$ cat src/rtl/matrix_rd_seq_if.sv
// Beat-stream bundle between the read sequencer and its downstream consumer.
//   m_data  : beat payload
//   m_valid : beat present
//   m_ready : consumer accepts the beat this cycle
//   m_last  : final beat of a block-read command
// master modport is the producer (sequencer), slave modport the consumer.
interface matrix_rd_seq_if #(
  parameter int unsigned DATA_WIDTH = 64
) ();
  logic [DATA_WIDTH-1:0] m_data;
  logic                  m_valid;
  logic                  m_ready;
  logic                  m_last;

  modport master (
    output m_data,
    output m_valid,
    output m_last,
    input  m_ready
  );

  modport slave (
    input  m_data,
    input  m_valid,
    input  m_last,
    output m_ready
  );
endinterface

$ cat src/rtl/matrix_rd_seq.sv
// Block-read sequencer for the distributed-RAM matrix buffer.
// Accepts a (base, length) command, walks the buffer read address with wrap-around,
// absorbs the buffer's 2-cycle read latency and streams the words out as valid/ready
// beats with a last flag through a 4-entry FIFO. Reads are only issued while
// in-flight reads plus FIFO occupancy stay below 4, so backpressure never drops data.
//
// Ports:
//   clk, rst_n      : clock, synchronous active-low reset
//   start_i         : command strobe, honoured only when idle
//   base_addr_i     : first word address, reduced modulo ADDR_NUM
//   len_i           : word count, 0 = no-op, clipped to ADDR_NUM
//   busy_o, done_o  : command in progress / one-cycle completion pulse
//   ram_addrb_o     : buffer read address
//   ram_doutb_i     : buffer read data, valid 2 cycles after the address
//   m_axis          : output beat stream (master side)
module matrix_rd_seq #(
  parameter int unsigned DATA_WIDTH = 64,
  parameter int unsigned ADDR_NUM   = 32,
  parameter int unsigned ADNW       = 6
) (
  input  logic                  clk,
  input  logic                  rst_n,
  input  logic                  start_i,
  input  logic [ADNW-1:0]       base_addr_i,
  input  logic [ADNW-1:0]       len_i,
  output logic                  busy_o,
  output logic                  done_o,
  output logic [ADNW-1:0]       ram_addrb_o,
  input  logic [DATA_WIDTH-1:0] ram_doutb_i,
  matrix_rd_seq_if.master       m_axis
);

  localparam int FifoDepth = 4;
  localparam logic [ADNW-1:0] AddrNum = ADNW'(ADDR_NUM);
  localparam logic [ADNW-1:0] AddrMax = ADNW'(ADDR_NUM - 1);

  typedef enum logic [1:0] {StIdle, StIssue, StDrain} state_e;

  state_e                state_q;
  logic [ADNW-1:0]       addr_q;
  logic [ADNW-1:0]       remaining_q;
  logic                  busy_q;
  logic                  done_q;
  // Valid/last pipeline mirroring the buffer's read latency.
  logic [1:0]            pipe_vld_q;
  logic [1:0]            pipe_last_q;
  logic [DATA_WIDTH-1:0] fifo_data_q [FifoDepth];
  logic                  fifo_last_q [FifoDepth];
  logic [1:0]            wr_ptr_q;
  logic [1:0]            rd_ptr_q;
  logic [2:0]            count_q;

  logic [ADNW-1:0] base_mod;
  logic [ADNW-1:0] len_eff;
  logic [2:0]      credit_used;
  logic            issue;
  logic            fifo_wr;
  logic            fifo_rd;
  logic            last_hs;

  always_comb begin
    base_mod    = base_addr_i % AddrNum;
    len_eff     = (len_i > AddrNum) ? AddrNum : len_i;
    // The stage-2 read is being written this cycle; it still holds its credit.
    credit_used = count_q + {2'b00, pipe_vld_q[0]} + {2'b00, pipe_vld_q[1]};
    issue       = (state_q == StIssue) && (credit_used < 3'd4);
    fifo_wr     = pipe_vld_q[1];
    fifo_rd     = (count_q != 3'd0) && m_axis.m_ready;
    last_hs     = fifo_rd && fifo_last_q[rd_ptr_q];
  end

  always_ff @(posedge clk) begin
    if (!rst_n) begin
      state_q     <= StIdle;
      addr_q      <= '0;
      remaining_q <= '0;
      busy_q      <= 1'b0;
      done_q      <= 1'b0;
      pipe_vld_q  <= '0;
      pipe_last_q <= '0;
      wr_ptr_q    <= '0;
      rd_ptr_q    <= '0;
      count_q     <= '0;
      for (int i = 0; i < FifoDepth; i++) begin
        fifo_data_q[i] <= '0;
        fifo_last_q[i] <= 1'b0;
      end
    end else begin
      done_q      <= 1'b0;
      pipe_vld_q  <= {pipe_vld_q[0], issue};
      pipe_last_q <= {pipe_last_q[0], issue && (remaining_q == ADNW'(1))};

      case (state_q)
        StIdle: begin
          if (start_i && (len_eff != '0)) begin
            state_q     <= StIssue;
            addr_q      <= base_mod;
            remaining_q <= len_eff;
            busy_q      <= 1'b1;
          end
        end
        StIssue: begin
          if (issue) begin
            remaining_q <= remaining_q - ADNW'(1);
            // addr_q is the address presented this cycle; it holds after the final read.
            if (remaining_q == ADNW'(1)) begin
              state_q <= StDrain;
            end else begin
              addr_q <= (addr_q == AddrMax) ? '0 : addr_q + ADNW'(1);
            end
          end
        end
        StDrain: begin
          if (last_hs) begin
            state_q <= StIdle;
            busy_q  <= 1'b0;
            done_q  <= 1'b1;
          end
        end
        default: state_q <= StIdle;
      endcase

      if (fifo_wr) begin
        fifo_data_q[wr_ptr_q] <= ram_doutb_i;
        fifo_last_q[wr_ptr_q] <= pipe_last_q[1];
        wr_ptr_q              <= wr_ptr_q + 2'd1;
      end
      if (fifo_rd) begin
        rd_ptr_q <= rd_ptr_q + 2'd1;
      end
      case ({fifo_wr, fifo_rd})
        2'b10:   count_q <= count_q + 3'd1;
        2'b01:   count_q <= count_q - 3'd1;
        default: count_q <= count_q;
      endcase
    end
  end

  assign busy_o         = busy_q;
  assign done_o         = done_q;
  assign ram_addrb_o    = addr_q;
  assign m_axis.m_data  = fifo_data_q[rd_ptr_q];
  assign m_axis.m_valid = (count_q != 3'd0);
  assign m_axis.m_last  = (count_q != 3'd0) && fifo_last_q[rd_ptr_q];

endmodule

$ cat src/flat_wrapper.sv
// flat-port wrapper written by rule: the top's interface ports become plain ports
module matrix_rd_seq_flat 
#(
  parameter int unsigned DATA_WIDTH = 64,
  parameter int unsigned ADDR_NUM   = 32,
  parameter int unsigned ADNW       = 6
)
  (clk, rst_n, start_i, base_addr_i, len_i, busy_o, done_o, ram_addrb_o, ram_doutb_i, m_axis_m_data, m_axis_m_valid, m_axis_m_last, m_axis_m_ready);
  matrix_rd_seq_if #(.DATA_WIDTH(DATA_WIDTH)) m_axis_i ();
  input  logic clk;
  input  logic rst_n;
  input  logic start_i;
  input  logic [ADNW-1:0] base_addr_i;
  input  logic [ADNW-1:0] len_i;
  output logic busy_o;
  output logic done_o;
  output logic [ADNW-1:0] ram_addrb_o;
  input  logic [DATA_WIDTH-1:0] ram_doutb_i;
  output wire logic [$bits(m_axis_i.m_data)-1:0] m_axis_m_data;
  output wire logic [$bits(m_axis_i.m_valid)-1:0] m_axis_m_valid;
  output wire logic [$bits(m_axis_i.m_last)-1:0] m_axis_m_last;
  input wire logic [$bits(m_axis_i.m_ready)-1:0] m_axis_m_ready;
  assign m_axis_m_data = m_axis_i.m_data;
  assign m_axis_m_valid = m_axis_i.m_valid;
  assign m_axis_m_last = m_axis_i.m_last;
  assign m_axis_i.m_ready = m_axis_m_ready;
  matrix_rd_seq #(.DATA_WIDTH(DATA_WIDTH), .ADDR_NUM(ADDR_NUM), .ADNW(ADNW)) u_core (.clk(clk), .rst_n(rst_n), .start_i(start_i), .base_addr_i(base_addr_i), .len_i(len_i), .busy_o(busy_o), .done_o(done_o), .ram_addrb_o(ram_addrb_o), .ram_doutb_i(ram_doutb_i), .m_axis(m_axis_i));
endmodule
$ cat config.mk
export PLATFORM = sky130hd
export DESIGN_NAME = matrix_rd_seq_flat
export DESIGN_NICKNAME = d
export VERILOG_FILES = /design/src/rtl/matrix_rd_seq_if.sv /design/src/rtl/matrix_rd_seq.sv /design/src/flat_wrapper.sv
export SDC_FILE = /design/constraint.sdc
export NUM_CORES = 1
export LEC_CHECK = 0
export CORE_MARGIN = 8
export CORE_UTILIZATION = 55
export CTS_CLUSTER_DIAMETER = 200
export DETAILED_ROUTE_END_ITERATION = 10
export PLACE_DENSITY = 0.79
export REMOVE_ABC_BUFFERS = 1
export SLEW_MARGIN = 20
export SYNTH_ARGS = -nofsm -noshare
export SYNTH_HDL_FRONTEND = slang
export SYNTH_SLANG_ARGS = --single-unit
$ cat constraint.sdc
create_clock -name clk -period 4.35 [get_ports clk]
set_input_delay 0.435 -clock clk [delete_from_list [all_inputs] [get_ports clk]]
set_output_delay 0.435 -clock clk [all_outputs]
set_load 0.01 [all_outputs]
---- Word level (Yosys, flattened, before mapping) ----
Memory sizes are Yosys's and may differ from the RTL's. A register that Yosys moved wholly into a read port is not among the register bits.
Cells that the tools add are included.
storage, ports and cells
  flip-flop bits (word level) ............. 27
  bits in writable memories ............... 260
  input port bits ......................... 80
  word-level logic and storage cells ...... 85
  memories kept ........................... 2
memory list
  memory              depth  width  read ports  clocked after Yosys merged registers in  write ports  line                 RTL
  u_core.fifo_data_q  4      64     1           1                                        4            matrix_rd_seq.sv:47  logic [DATA_WIDTH-1:0] fifo_data_q [FifoDepth];
  u_core.fifo_last_q  4      1      1           1                                        4            matrix_rd_seq.sv:48  logic fifo_last_q [FifoDepth];
cells by class
  $add $sub $neg .......................... 8
  $lt $le $gt $ge ......................... 2
  eq/ne operators ......................... 11
  mux-type cells .......................... 33
  reductions and logical operators ........ 19
operators by type and width
  cell                   number
  $mux W64               1
  $reduce_or A64 Y1      1
  $mux W6                7
  $pmux W6 S2            2
  $mux W2                10
  $mux W1                10
  $reduce_and A4 Y1      2
  $add A3 B1 Y3          2
  $add A6 B1 Y6 const B  1
  $eq A6 B1 Y1 const B   1
  $eq A6 B5 Y1 const B   1
  $gt A6 B6 Y1 const B   1
  $logic_and A1 B1 Y1    6
  $ne A2 B1 Y1 const B   3
  $pmux W2 S3            1
  $pmux W3 S2            1
  $reduce_and A3 Y1      2
  $reduce_bool A2 Y1     3
  $reduce_bool A6 Y1     1
  $sub A6 B1 Y6 const B  1
  $add A2 B1 Y2 const B  2
  $eq A2 B1 Y1 const B   2
  $eq A2 B2 Y1 const B   2
  $ne A2 B2 Y1 const B   2
  8 further kinds        8

---- Longest topological paths before layout ----
Gate-level depths: netlist of run 1.
  depth after elaboration ................. 6
  mapped depth ............................ 9
  gate-level depth less buffers ........... 8

---- Worst setup path before layout of run 1 ----
No wires, ideal clock.
  path kind ............................... in2reg
  start ................................... input rst_n
  end ..................................... memory u_core.fifo_data_q[0][0], enable pin
  arrival time ............................ 2.747 ns
  setup slack ............................. 1.170 ns
  cell stages on the path ................. 4
  path through ............................ and2_1 nor3b_1 clkbuf_1 nand2b_1
RTL lines
  what         line                 RTL
  from (decl)  flat_wrapper.sv:11   input logic rst_n;
  to (decl)    matrix_rd_seq.sv:47

==> metrics, run 1 <==
Die Area=27700 um^2; Placer Congestion=0.778; worst-margin pin slew=1.01 ns; Synth warnings=0; pin count of the biggest net entering global routing=between 60 and 70; unrepaired setup endpoints after global routing=false; share of post-route cells with drive strength above 1=between 10% and 20%; Via density=5.50; placed insts=approximately 1300; post-route cell area=~15000 um^2; combinational share of power=13.4%; CTS tree=yes; Pins Over Slew Limit=0; Avg WL per Cell=19.8 um; CTS Buffer Depth=3; syn avg cell area=14.0 um^2; #FFs+latches synth=289; Lkg Pwr=5.65 nW; Worst setup EP type=output port; post-CTS resize count=0; Final Cycle Share=73.5%; sw frac=22.3%; Data arrival, critical path=between 2 and 3 ns; Overall Global Routing Usage=18.9%; core area=about 22000 um^2; antenna-violating nets left=0; Root Buffer=clkbuf_16; top-count cell post-synth=edfxtp_1; worst hold path class=reg2reg; clock slew at reported path FFs=0.06 ns; Final #Nets=between 1000 and 1500; status=complete, no violations; DR pass1 iterations=6; Post-DP Area=14200 um^2; Clock Skew=0.00776 ns; dominant cells by area after synthesis=edfxtp_1 (62%), mux4_2 (12%), dfxtp_1 (5.1%), and2_1 (3.9%), nor2_1 (3.9%); Starting Density=55.4%; PD cells=about 430 nW/um^2; worst setup path class=reg2out; first-pass GRT wire length=42000 um; Num CTS Buffers=28; clk_lat worst skew=between 0.5 and 0.6 ns; I/O Buffers=between 150 and 200; vias in the first global route=7848; DIE HEIGHT=166 um; Worst Path Max Fanout=40; row count=55; Pint=5.01 mW; Post-synth EDFFs=257; Non-Filler Instances=~1300; Inserted Diodes=0; final setup margin=about 1.2 ns; initial antenna violation count=1; Mapped Cells=between 800 and 900; Startpoint Class=flip-flop; Clock power frac=36.4%; CP max stage delay=0.73 ns; CTS Hold Bufs=0; half-perimeter wire length after placement=15000 um; worst path cell trace=buf_12, mux4_2, clkdlybuf4s50_1; ys flop type=edfxtp_1; Area Growth Syn to Fin=21.3%; min Tclk post-route=3.20 ns; CP required=approximately 3.9 ns; pre-CTS setup slack=1.25 ns; Rel. slew slack=32.8%; final wirelength=26400 um; synthesized area=12400 um^2; Synth async-reset ratio=0%; IO Pins=154; peak supply drop=223 uV; DRC=0; sw power=1.44 mW; sequential fraction of the synthesis area=67.2%; Sink Count=289; Max Cap Viol=0; Setup-failing EPs final=0; Critical-path top delay cell=dfxtp_4; vias=7320; area leader, netlist=edfxtp_1; Post-synth top cells=edfxtp_1 (257), nor2_1 (129), nand2_1 (93), and2_1 (78), inv_1 (76); die width=166 um; Hold Vio Cnt, Final=0; top-area cell type share of the netlist area=62.0%; Sequential Power Share=between 50% and 60%; gr ovfl total=0; DR iter-0 viols=between 500 and 600; fmax=0.313 GHz; buffer count from post-CTS setup fixing=0; synth unique cells=52; H-tree depth=1
## path summary, 6_finish.rpt
path / from / to / slack [ns] / cells after the start
worst min-delay path: u_core.pipe_last_q[0]$_SDFF_PN0_ / u_core.pipe_last_q[1]$_SDFF_PN0_ / 0.44 / 1
worst min register to register: u_core.pipe_last_q[0]$_SDFF_PN0_ / u_core.pipe_last_q[1]$_SDFF_PN0_ / 0.44 / 1
worst max register to register: u_core.count_q[0]$_SDFFE_PN0P_ / u_core.count_q[2]$_SDFFE_PN0P_ / 2.05 / 8
worst max-delay path: flip-flop / m_axis_m_data[37] / 1.15 / 3
## area by class of cell
class / count / area, um^2
Clock buffer: 42 / 805
Tap cell: 285 / 357
Timing Repair Buffer: 160 / 1610
Clock inverter: 10 / 90.1
Multi-Input combinational cell: 470 / 3580
Sequential cell: 289 / 8370
Inverter: 76 / 285
Fill cell: 1532 / 7340
## power groups by stage
stage                     registers (mW)  clock network [mW]  logic [mW]
after floorplan                     3.30                   0       0.444
after global placement              3.29                   0       0.870
after detailed placement            3.30                   0       0.876
after CTS                           3.24                2.38       0.880
after global routing                3.25                2.48       0.929
final                               3.24                2.35       0.864
## worst max-delay path, delay by kind of cell (launching register included)
family	cells	cell delay, ns
flip-flops	1	0.73
buffers and inverters	2	0.89
multiplexers	1	0.59
## flip-flops by register name (all words and copies together), names as in the netlist, named ones only
name                cells
u_core.state_q          2
u_core.fifo_data_q    256
u_core.busy_o           1
u_core.remaining_q      6
u_core.rd_ptr_q         2
u_core.pipe_vld_q       2
u_core.pipe_last_q      2
u_core.wr_ptr_q         2
u_core.done_o           1
u_core.fifo_last_q      4
u_core.count_q          3
u_core.ram_addrb_o      6
## per-stage QoR
stage | hold WS, ns | setup TNS [ns] | utilization, % | power [mW]
global placement | 0.421 | 0 | 63.3 | 4.16
CTS | 0.438 | 0 | 67.3 | 6.50
global route | 0.453 | 0 | 67.3 | 6.67
detailed placement | 0.422 | 0 | 63.3 | 4.17
floorplan | 0.412 | -122.63 | - | 3.75
finish | 0.435 | 0 | 67.3 | 6.45
## cell families (layout without fill, tap and decap cells)
| group | after synthesis | in the layout | share of synthesized area [%] |
|---|---|---|---|
| DFF | 289 | 289 | 67.2 |
| buffers and inverters | 129 | 288 | 4.36 |
| adders and majority gates | 6 | 6 | 0.664 |
| AOI/OAI and AO/OA | 52 | 52 | 2.83 |
| and+or+nand+nor | 339 | 339 | 12.6 |
| muxes | 68 | 68 | 12.0 |
| xor gates and xnor gates | 5 | 5 | 0.352 |
## placed cells by master (no fill, tap or decap), drive strengths merged, types with 2 or more instances in the layout
master,netlist,layout
a21boi,3,3
a21oi,13,13
a31oi,2,2
and2,78,78
and3,3,3
buf,25,8
bufinv,0,2
clkbuf,28,42
clkdlybuf4s50,0,152
clkinv,0,8
dfxtp,32,32
edfxtp,257,257
ha,5,5
inv,76,76
mux2i,2,2
mux4,65,65
nand2,93,93
nand2b,6,6
nand3,9,9
nor2,129,129
nor2b,2,2
nor3,4,4
o21a,2,2
o21ai,13,13
o22ai,6,6
o31ai,4,4
or2,4,4
or3,3,3
or4,2,2
xnor2,2,2
xor2,3,3
## routing by layer
layer / GRT usage [%] / share of wire (%) / up-vias
met5: 0 / 0.049 / -
met4: 4.07 / 1.4 / 2
met3: 4.16 / 6.5 / 34
met2: 34.2 / 52 / 228
met1: 22.9 / 40 / 3636
li1: - / - / 3420
(Power assumes the default switching activity.)
==> run 2: changes to the inputs <==
==> constraint.sdc (replaced) <==
create_clock -name clk -period 3.1 [get_ports clk]
set_input_delay 0.31 -clock clk [delete_from_list [all_inputs] [get_ports clk]]
set_output_delay 0.31 -clock clk [all_outputs]
set_load 0.01 [all_outputs]
==> metrics, run 2 (synthesis results as in run 1) <==
vias in the first global route=7831; DR iter-0 viols=between 500 and 600; Critical-path top delay cell=dfxtp_4; placed insts=1291; Final #Nets=1124; Clock Skew=0.00944 ns; Die Area=27700 um^2; Rel. slew slack=42.6%; DRC=0; unrepaired setup endpoints after global routing=false; gr ovfl total=0; Worst Path Max Fanout=16; final hold slack=0.449 ns; met1 GRT Util=23.1%; multi-input logic area=3580 um^2; Lkg Pwr=5.76 nW; fmax=0.354 GHz; die width=166 um; CTS tree=yes; most frequent cells in the layout=edfxtp_1 (257), clkdlybuf4s50_1 (152), nor2_1 (129), nand2_1 (90), and2_1 (77); Final Cycle Share=about nine tenths; antenna-violating nets left=0; Placer Congestion=0.758; FF/Latch Area=8370 um^2; min Tclk post-route=approximately 2.8 ns; Setup-failing EPs final=0; post-route cell area=15300 um^2; Via density=5.45; status=complete, no violations; busiest metal layer after global routing=met2; Area Growth Syn to Fin=22.8%; sw power=about 2.1 mW; worst-case reg-to-reg path depth=8; combinational share of power=a little over an eighth; Startpoint Class=flip-flop; DR pass1 iterations=4; met2 Use GR=around 34%; half-perimeter wire length after placement=15600 um; share of the core filled with cells=about two thirds; peak supply drop=317 uV; Sequential Power Share=48.9%; sw frac=22.5%; first-pass GRT wire length=41900 um; Pint=between 7 and 8 mW; Pwr Total=9.24 mW; Sink Count=289; vias=7340; CTS Hold Bufs=0; Max Cap Viol=0; Worst Hold Path Cells=1; Fill cells=~1500; Avg WL per Cell=between 15 and 20 um; H-tree depth=1; max reg flops=256; share of post-route cells with drive strength above 1=between 10% and 20%; Worst setup EP type=output port; Largest Register=u_core.fifo_data_q; Inserted Diodes=0; CP required=2.79 ns; IO Pins=154; Overall Global Routing Usage=18.9%; CP max stage delay=0.57 ns; Num CTS Buffers=30; worst-margin pin slew=0.861 ns; initial antenna violation count=0; Data arrival, critical path=approximately 2.5 ns; Root Buffer=clkbuf_16; Hold Vio Cnt, Final=0; core area=22400 um^2; Starting Density=55.4%; M3 GR Usage=3.95%; CTS Buffer Depth=3; DIE HEIGHT=166 um; Non-Filler Instances=1347; commonest non-fill, non-tap cell in the layout=edfxtp_1; clock slew at reported path FFs=0.06 ns; Pins Over Slew Limit=0; buffer count from post-CTS setup fixing=0; final wirelength=26500 um; post-CTS resize count=0; worst path cell trace=buf_4, mux4_2, clkdlybuf4s50_1; PD cells=around 600 nW/um^2; worst setup path class=reg2out; clk_lat worst skew=0.53 ns; Post-DP Area=approximately 14000 um^2; pin count of the biggest net entering global routing=67; Clock power frac=37.5%; row count=55; worst hold path class=reg2reg; I/O Buffers=152
[run 2: cell count changes in the layout (fill, tap and decap cells not counted), moves of 2 or more]
cell	previous run	this run
buf_12	2	5
buf_4	6	14
clkbuf_1	10	4
clkbuf_16	29	31
clkbuf_8	3	0
clkinv_1	8	10
clkinv_2	0	7
[run 2: per-layer routing]
layer  up-vias  routed length (um)
li1       3460                   -
met1      3620               10500
met2       231               13800
met3        29                1860
met4         0                 291
met5         -                   0
[run 2: final timing paths]
check                                                       from                          endpoint  slack (ns)
worst min-delay path            u_core.pipe_last_q[0]$_SDFF_PN0_  u_core.pipe_last_q[1]$_SDFF_PN0_        0.45
worst min register to register  u_core.pipe_last_q[0]$_SDFF_PN0_  u_core.pipe_last_q[1]$_SDFF_PN0_        0.45
worst max-delay path                                   flip-flop                 m_axis_m_data[18]        0.28
worst max register to register    u_core.count_q[0]$_SDFFE_PN0P_    u_core.count_q[2]$_SDFFE_PN0P_        0.84
[run 2: final cells by class]
| type | instances | area share (%) |
|---|---|---|
| Clock inverter | 21 | 1.11 |
| Clock buffer | 35 | 5.18 |
| Multi-Input combinational cell | 470 | 23.4 |
| Inverter | 76 | 1.87 |
| Timing Repair Buffer | 171 | 11.3 |
| Sequential cell | 289 | 54.8 |
| Tap cell | 285 | 2.33 |
[run 2: critical path, delay by kind of cell (launching register included)]
family	cells	cell delay, ns
buf+inv	2	0.88
flops	1	0.57
mux	1	0.53
[run 2: power groups by stage]
stage	Combinational [mW]	Sequential, mW	Clock, mW
floorplan	0.623	4.64	0
global placement	1.27	4.59	0
detailed placement	1.27	4.60	0
CTS	1.28	4.52	3.52
global route	1.35	4.54	3.68
finish	1.26	4.52	3.47
[run 2: per-stage QoR]
| step | setup slack, ns | TNS (ns) |
|---|---|---|
| global route | 0.147 | 0 |
| finish | 0.276 | 0 |
| CTS | 0.190 | 0 |
| floorplan | -3.06 | -398.02 |
| global placement | 0.707 | 0 |
| detailed placement | 0.690 | 0 |
==> run 3: changes to the inputs <==
--- a/config.mk
+++ b/config.mk
@@ -9,6 +9,7 @@
 export CORE_UTILIZATION = 55
 export CTS_CLUSTER_DIAMETER = 200
 export DETAILED_ROUTE_END_ITERATION = 10
+export HOLD_SLACK_MARGIN = 0.1
 export PLACE_DENSITY = 0.79
 export REMOVE_ABC_BUFFERS = 1
 export SLEW_MARGIN = 20
==> results of run 3 <==
Final layout, timing and power as in run 2 (identical DEF).
